`src/rtl/add_sub_predicates.sv`:
```
// rtl/add_sub_predicates.sv - two-stage pipelined adder/subtractor with carry-in vector and compare predicates
module add_sub_predicates #(
    parameter int WORD_WIDTH = 8
) (
    input  logic                  clock,
    input  logic                  reset_n,
    input  logic                  in_valid,
    output logic                  in_ready,
    input  logic [WORD_WIDTH-1:0] in_A,
    input  logic [WORD_WIDTH-1:0] in_B,
    input  logic                  in_sub,
    input  logic                  in_carry_in,
    output logic                  out_valid,
    input  logic                  out_ready,
    output logic [WORD_WIDTH-1:0] out_sum,
    output logic                  out_carry_out,
    output logic [WORD_WIDTH-1:0] out_carryin,
    output logic                  out_overflow,
    output logic                  out_negative,
    output logic                  out_eq,
    output logic                  out_lt_u,
    output logic                  out_lt_s
);
    localparam int MSB = WORD_WIDTH - 1;

    logic                  w_adv1, w_adv2;
    logic [WORD_WIDTH-1:0] w_b_eff;
    logic [WORD_WIDTH:0]   w_sum_ext;
    logic [WORD_WIDTH-1:0] w_carryin;
    logic                  w_overflow;

    logic                  r_v1, r_v2;
    logic [WORD_WIDTH-1:0] r_a1, r_b1, r_sum1;
    logic                  r_cin1, r_cout1;

    logic [WORD_WIDTH-1:0] r_sum2, r_carryin2;
    logic                  r_cout2, r_ovf2, r_neg2, r_eq2, r_ltu2, r_lts2;

    // Ready chains combinationally from out_ready; there is no skid buffer.
    assign w_adv2   = ~r_v2 | out_ready;
    assign w_adv1   = ~r_v1 | w_adv2;
    assign in_ready = w_adv1;

    assign w_b_eff   = in_sub ? ~in_B : in_B;
    assign w_sum_ext = {1'b0, in_A} + {1'b0, w_b_eff} + {{WORD_WIDTH{1'b0}}, in_carry_in};

    assign w_carryin  = r_a1 ^ r_b1 ^ r_sum1;
    assign w_overflow = w_carryin[MSB] ^ r_cout1;

    always_ff @(posedge clock or negedge reset_n) begin
        if (!reset_n) begin
            r_v1   <= 1'b0;
            r_a1   <= '0;
            r_b1   <= '0;
            r_sum1 <= '0;
            r_cin1 <= 1'b0;
            r_cout1 <= 1'b0;
        end else if (w_adv1) begin
            r_v1    <= in_valid;
            r_a1    <= in_A;
            r_b1    <= w_b_eff;
            r_cin1  <= in_carry_in;
            r_sum1  <= w_sum_ext[MSB:0];
            r_cout1 <= w_sum_ext[WORD_WIDTH];
        end
    end

    always_ff @(posedge clock or negedge reset_n) begin
        if (!reset_n) begin
            r_v2       <= 1'b0;
            r_sum2     <= '0;
            r_carryin2 <= '0;
            r_cout2    <= 1'b0;
            r_ovf2     <= 1'b0;
            r_neg2     <= 1'b0;
            r_eq2      <= 1'b0;
            r_ltu2     <= 1'b0;
            r_lts2     <= 1'b0;
        end else if (w_adv2) begin
            r_v2       <= r_v1;
            r_sum2     <= r_sum1;
            r_carryin2 <= w_carryin;
            r_cout2    <= r_cout1;
            r_ovf2     <= w_overflow;
            r_neg2     <= r_sum1[MSB];
            r_eq2      <= (r_sum1 == '0);
            r_ltu2     <= ~r_cout1;
            r_lts2     <= r_sum1[MSB] ^ w_overflow;
        end
    end

    assign out_valid     = r_v2;
    assign out_sum       = r_sum2;
    assign out_carry_out = r_cout2;
    assign out_carryin   = r_carryin2;
    assign out_overflow  = r_ovf2;
    assign out_negative  = r_neg2;
    assign out_eq        = r_eq2;
    assign out_lt_u      = r_ltu2;
    assign out_lt_s      = r_lts2;

    // Stage-1 carry-in is implied by bit 0 of the carry-in vector; kept for observability.
    logic w_unused;
    assign w_unused = r_cin1;
endmodule

```
`config.mk`:
```
export PLATFORM = sky130hd
export DESIGN_NAME = add_sub_predicates
export DESIGN_NICKNAME = d
export VERILOG_FILES = /design/src/rtl/add_sub_predicates.sv
export SDC_FILE = /design/constraint.sdc
export NUM_CORES = 1
export LEC_CHECK = 0
export CAP_MARGIN = 15
export CORE_ASPECT_RATIO = 1.25
export CORE_MARGIN = 5
export CORE_UTILIZATION = 40
export DETAILED_ROUTE_END_ITERATION = 16
export GPL_ROUTABILITY_DRIVEN = 0
export GPL_TIMING_DRIVEN = 0
export PLACE_DENSITY = 0.68
export SYNTH_ARGS = -nofsm -noshare
export SYNTH_HDL_FRONTEND = slang
export SYNTH_SLANG_ARGS = --single-unit
export TNS_END_PERCENT = 50
```
`constraint.sdc`:
```
create_clock -name clock -period 4.3 [get_ports clock]
set_input_delay 0.86 -clock clock [delete_from_list [all_inputs] [get_ports clock]]
set_output_delay 0.86 -clock clock [all_outputs]
set_load 0.05 [all_outputs]
```
---- Word level (Yosys, flattened, before mapping) ----
Cells that the tools add are included.
storage, ports and cells
  bits in registers ....................... 49
  bits in latches ......................... 0
  bits in writable memories ............... 0
  memory bits (read-only) ................. 0
  input port bits ......................... 22
  word-level logic and storage cells ...... 28
  memories ................................ 0
cells by class
  add/sub/neg operators ................... 2
  multiply operators ...................... 0
  div/mod/pow operators ................... 0
  magnitude comparators ................... 0
  eq/ne operators ......................... 0
  shift operators ......................... 0
  mux-type cells .......................... 1
  bitwise gates (word level) .............. 10
  reductions and logical operators ........ 1
operators by type and width
  kind              number
  $xor A8 B8 Y8     2
  $add A8 B8 Y9     1
  $add A9 B1 Y9     1
  $logic_not A8 Y1  1
  $mux W8           1
  $not A8 Y8        1
  $not A1 Y1        3
  $or A1 B1 Y1      2
  $xor A1 B1 Y1     2

---- Logic depth before layout (Yosys ltp) ----
Gate-level depths: netlist (run 1).
  word-level depth ........................ 4
  depth in mapped cells ................... 8
  gate-level depth less buffers ........... 7

---- Worst setup path after synthesis (run 1) ----
Ideal clock, no wire load.
  path kind ............................... input port to output port
  from .................................... in out_ready
  to ...................................... out in_ready
  data arrival time ....................... 1.879 ns
  required time ........................... 3.440 ns
  slack ................................... 1.561 ns
  stages on the path ...................... 4
  path through ............................ and3b_1 -> buf_6 -> inv_2 -> buf_1
between the ends
  longest elaborated chain between the ends .. 2
RTL lines
  element             RTL line  text
  start: declaration  14        input logic out_ready,
  $or A1 B1 Y1        40        assign w_adv2 = ~r_v2 | out_ready;
  $or A1 B1 Y1        41        assign w_adv1 = ~r_v1 | w_adv2;
  end: declaration    8         output logic in_ready,
No other way between the ends.

---- Worst setup path after layout (run 1) ----
Same ends and word-level chain as after synthesis.

==> results.md, run 1 <==
* Core area at 5820 um2
* Synth cell count leaders: 48 x dfrtp_1, 35 x nand2_1, 26 x nor2_1
* Highest clock rate at around 0.25 GHz
* Antenna violations before repair at 0
* Hold EP: out_valid
* Maxcap violations at 0
* TritonRoute pass-1 iters at 4
* Synth top area share at roughly 50%
* Worst Hold Depth at 1
* Storage cell area at approximately 1200 um2
* Rows at 31
* Clock transition at path regs at ~0.080 ns
* Routed len/inst at 14.4 um
* Crit-path max FO at 10
* CTS Root Cell: clkbuf_8
* All-Layer GR Usage at between 10 and 15%
* Post-Route WL at 5.12 mm
* Clock power share at between 15 and 20%
* Via count at ~1800
* Synth area leaders: dfrtp_1 50%, xor2_1 5.9%, nand2_1 5.5%
* Initial Util at between 40% and 50%
* Input/output buffers at 44
* Cts repair resizes at 0
* Synth area leader: dfrtp_1
* First-pass GRT wire length at 8.90 mm
* Critical path type: input port to output pin
* Slew headroom at between 50% and 60%
* Worst R2R Path Depth at 5
* Switch share at 41.5%
* Fillers at about 550
* Met2 wire len at ~2.7 mm
* Pwr Total at between 1.5 and 2 mW
* Min cycle time layout at between 3 and 4 ns
* Hold wc startpoint: r_v1
* RSZ-0062 raised after global routing: no
* Worst hold-check path type: flop to flop
* Synth cell types at 39
* PwrDens at ~550 nW/um2
* Clk sinks at 48
* Vias in the first global route at approximately 1900
* Switching pwr at 681 uW
* Cell Area, Synth at between 2000 and 2500 um2
* Crit end category: output pin
* # hold bufs at CTS at 0
* Met1 wire length at 2.18 mm
* Die X at a little under 80 um
* H-tree levels at 2
* Async SR Flop Fraction at 100%
* Met3 wire len at 148 um
* Final ANT Viol Nets at 0
* Vias per cell at between 4 and 5
* Setup_tns at 0 ns
* Area Overhead vs Synth at 25.7%
* Synth Net Count at 268
* Worst EP required at approximately 3.4 ns
* Fin util at between 50 and 60%
* # IOs at 46
* Post-synth EDFFs at 0
* Post-route DRC at 0
* Max-slew violation count at 0
* Crit path launch type: input port
* Uppermost layer routed: met4
* Design area at 3010 um2
* Die area at roughly 7600 um2
* Synth warn at 0
* Mapped Cells at about 240
* Placed Instance Area at 2930 um2
* Worst EP arrival at about 3.1 ns
* Internal power at approximately 960 uW
* Clock buffer depth at 2
* Post-synth top flop: dfrtp_1
* Post-synthesis sequential area ratio at between 50% and 60%
* Worst-margin pin slew at between 0.6 and 0.7 ns
* Final global-route overflow total at 0
* Post-CTS Setup Repair Bufs at 0
* Final hold viol count at 0
* # nets final at 320
* Synth Register Bits at between 40 and 50
* Largest net degree at the start of global routing at 28
* Most frequent cell after synthesis: dfrtp_1
* Clock latency on the worst-skew pair at slightly below 0.3 ns
* Final period utilization at 91.3%
* Multi-input logic area at approximately 1100 um2
* Ant diodes at 0
* R2r endpoint: r_b1[0]
* Cts bufs inserted at 5
* Starting DRC count in detailed routing at 41
* Max VDD drop at approximately 180 uV
* Syn_area_per_cell at a little over 10 um2
* Max Clock Skew at just under 0.005 ns
* CTS tree: built
* R2R Setup Slk at around 2.8 ns
* Outcome: completed
* Share of power burned in registers at 39.7%
* Layout cells sized above 1 at 10.0%
* Die height at 96.5 um
* Final setup viols at 0
* Pleak at roughly 1.3 nW
* Comb pwr share at between 40% and 50%
* DP HPWL at 4.06 mm
* Reg2Reg Launch Point: out_valid
==> registers in the layout, indices dropped and copies added, names as in the netlist <==
register       flops
out_valid          1
out_sum            8
r_sum1             8
out_lt_u           1
r_b1               8
r_a1               8
r_v1               1
out_overflow       1
out_eq             1
r_cout1            1
out_lt_s           1
out_carry_out      1
out_carryin        8
==> final cells by class <==
type	instances	area share [%]
sequential	48	39.9
multi-input combinational	169	36.5
timing repair buffer	45	15.1
tap	66	2.74
clock buffer	6	2.41
buffer	12	2.12
inverter	8	0.998
clock inverter	1	0.166
==> critical path, stage by stage <==
cell and delay [ns]:
clkdlybuf4s50_1 0.47, and3b_1 0.18, buf_6 0.13, inv_2 0.15, buf_1 0.38, clkdlybuf4s50_1 0.89
==> power by group through the flow <==
| stage | clock network (mW) | registers (mW) | logic [mW] |
|---|---|---|---|
| 3_5_place_dp | 0 | 0.664 | 0.744 |
| 3_3_place_gp | 0 | 0.660 | 0.732 |
| 5_1_grt | 0.273 | 0.671 | 0.794 |
| 6_report | 0.251 | 0.652 | 0.738 |
| 4_1_cts | 0.258 | 0.655 | 0.746 |
| 2_1_floorplan | 0 | 0.901 | 0.251 |
==> metrics by stage <==
stage / setup WS [ns] / hold WS, ns / std cells
after floorplan: 1.56 / 0.432 / 237
after global placement: 0.371 / 0.440 / 347
after detailed placement: 0.378 / 0.455 / 348
after CTS: 0.360 / 0.474 / 355
after global routing: 0.257 / 0.491 / 355
final: 0.373 / 0.470 / 355
==> cell families after synthesis <==
family,count (synthesis),share of synthesized area (%)
AO/OA/AOI/OAI,38,10.2
XOR/XNOR,27,9.87
adder cells (fa/ha/maj),9,5.33
buffers and inverters,20,3.92
flip-flops,48,50.2
multiplexers,9,4.23
AND/OR/NAND/NOR,86,16.3
==> metal layers <==
metal,vias to the layer above,global-route usage [%]
met5,-,0
met4,0,5.16
met3,6,2.13
met1,824,17.6
li1,901,-
met2,25,27.4
==> cells in the final DEF (no fill, tap or decap), drive strengths merged, types with 7 or more instances in the layout <==
| master | count |
|---|---|
| xnor2 | 11 |
| mux2 | 9 |
| xor2 | 16 |
| clkbuf | 9 |
| clkdlybuf4s50 | 43 |
| buf | 11 |
| o21ai | 16 |
| inv | 8 |
| nor2 | 26 |
| nand2 | 35 |
| dfrtp | 48 |
| ha | 7 |
==> worst max path at each step <==
stage | startpoint | endpoint | slack, ns | cells after the start
global placement | out_ready | in_ready | 0.37 | 6
global route | out_ready | in_ready | 0.26 | 6
finish | out_ready | in_ready | 0.37 | 6
floorplan | out_ready | in_ready | 1.56 | 4
CTS | out_ready | in_ready | 0.36 | 6
detailed placement | out_ready | in_ready | 0.38 | 6
Power figures use the tool's default switching activity.
==> run 2, diff against run 1 <==
--- a/config.mk
+++ b/config.mk
@@ -13,6 +13,7 @@
 export GPL_ROUTABILITY_DRIVEN = 0
 export GPL_TIMING_DRIVEN = 0
 export PLACE_DENSITY = 0.68
+export SKIP_LAST_GASP = 1
 export SYNTH_ARGS = -nofsm -noshare
 export SYNTH_HDL_FRONTEND = slang
 export SYNTH_SLANG_ARGS = --single-unit
==> constraint.sdc (replaced) <==
create_clock -name clock -period 4.9 [get_ports clock]
set_input_delay 0.98 -clock clock [delete_from_list [all_inputs] [get_ports clock]]
set_output_delay 0.98 -clock clock [all_outputs]
set_load 0.05 [all_outputs]
==> results of run 2 <==
Same layout as run 1 (identical final DEF). Status: completed.
Among the figures that moved: setup slack after placement 0.378 ns -> 0.738 ns; setup slack after layout 0.373 ns -> 0.733 ns; register-to-register setup slack 2.80 ns -> 3.40 ns; total power 1.64 mW -> 1.44 mW; worst IR drop on VDD 181 uV -> 159 uV
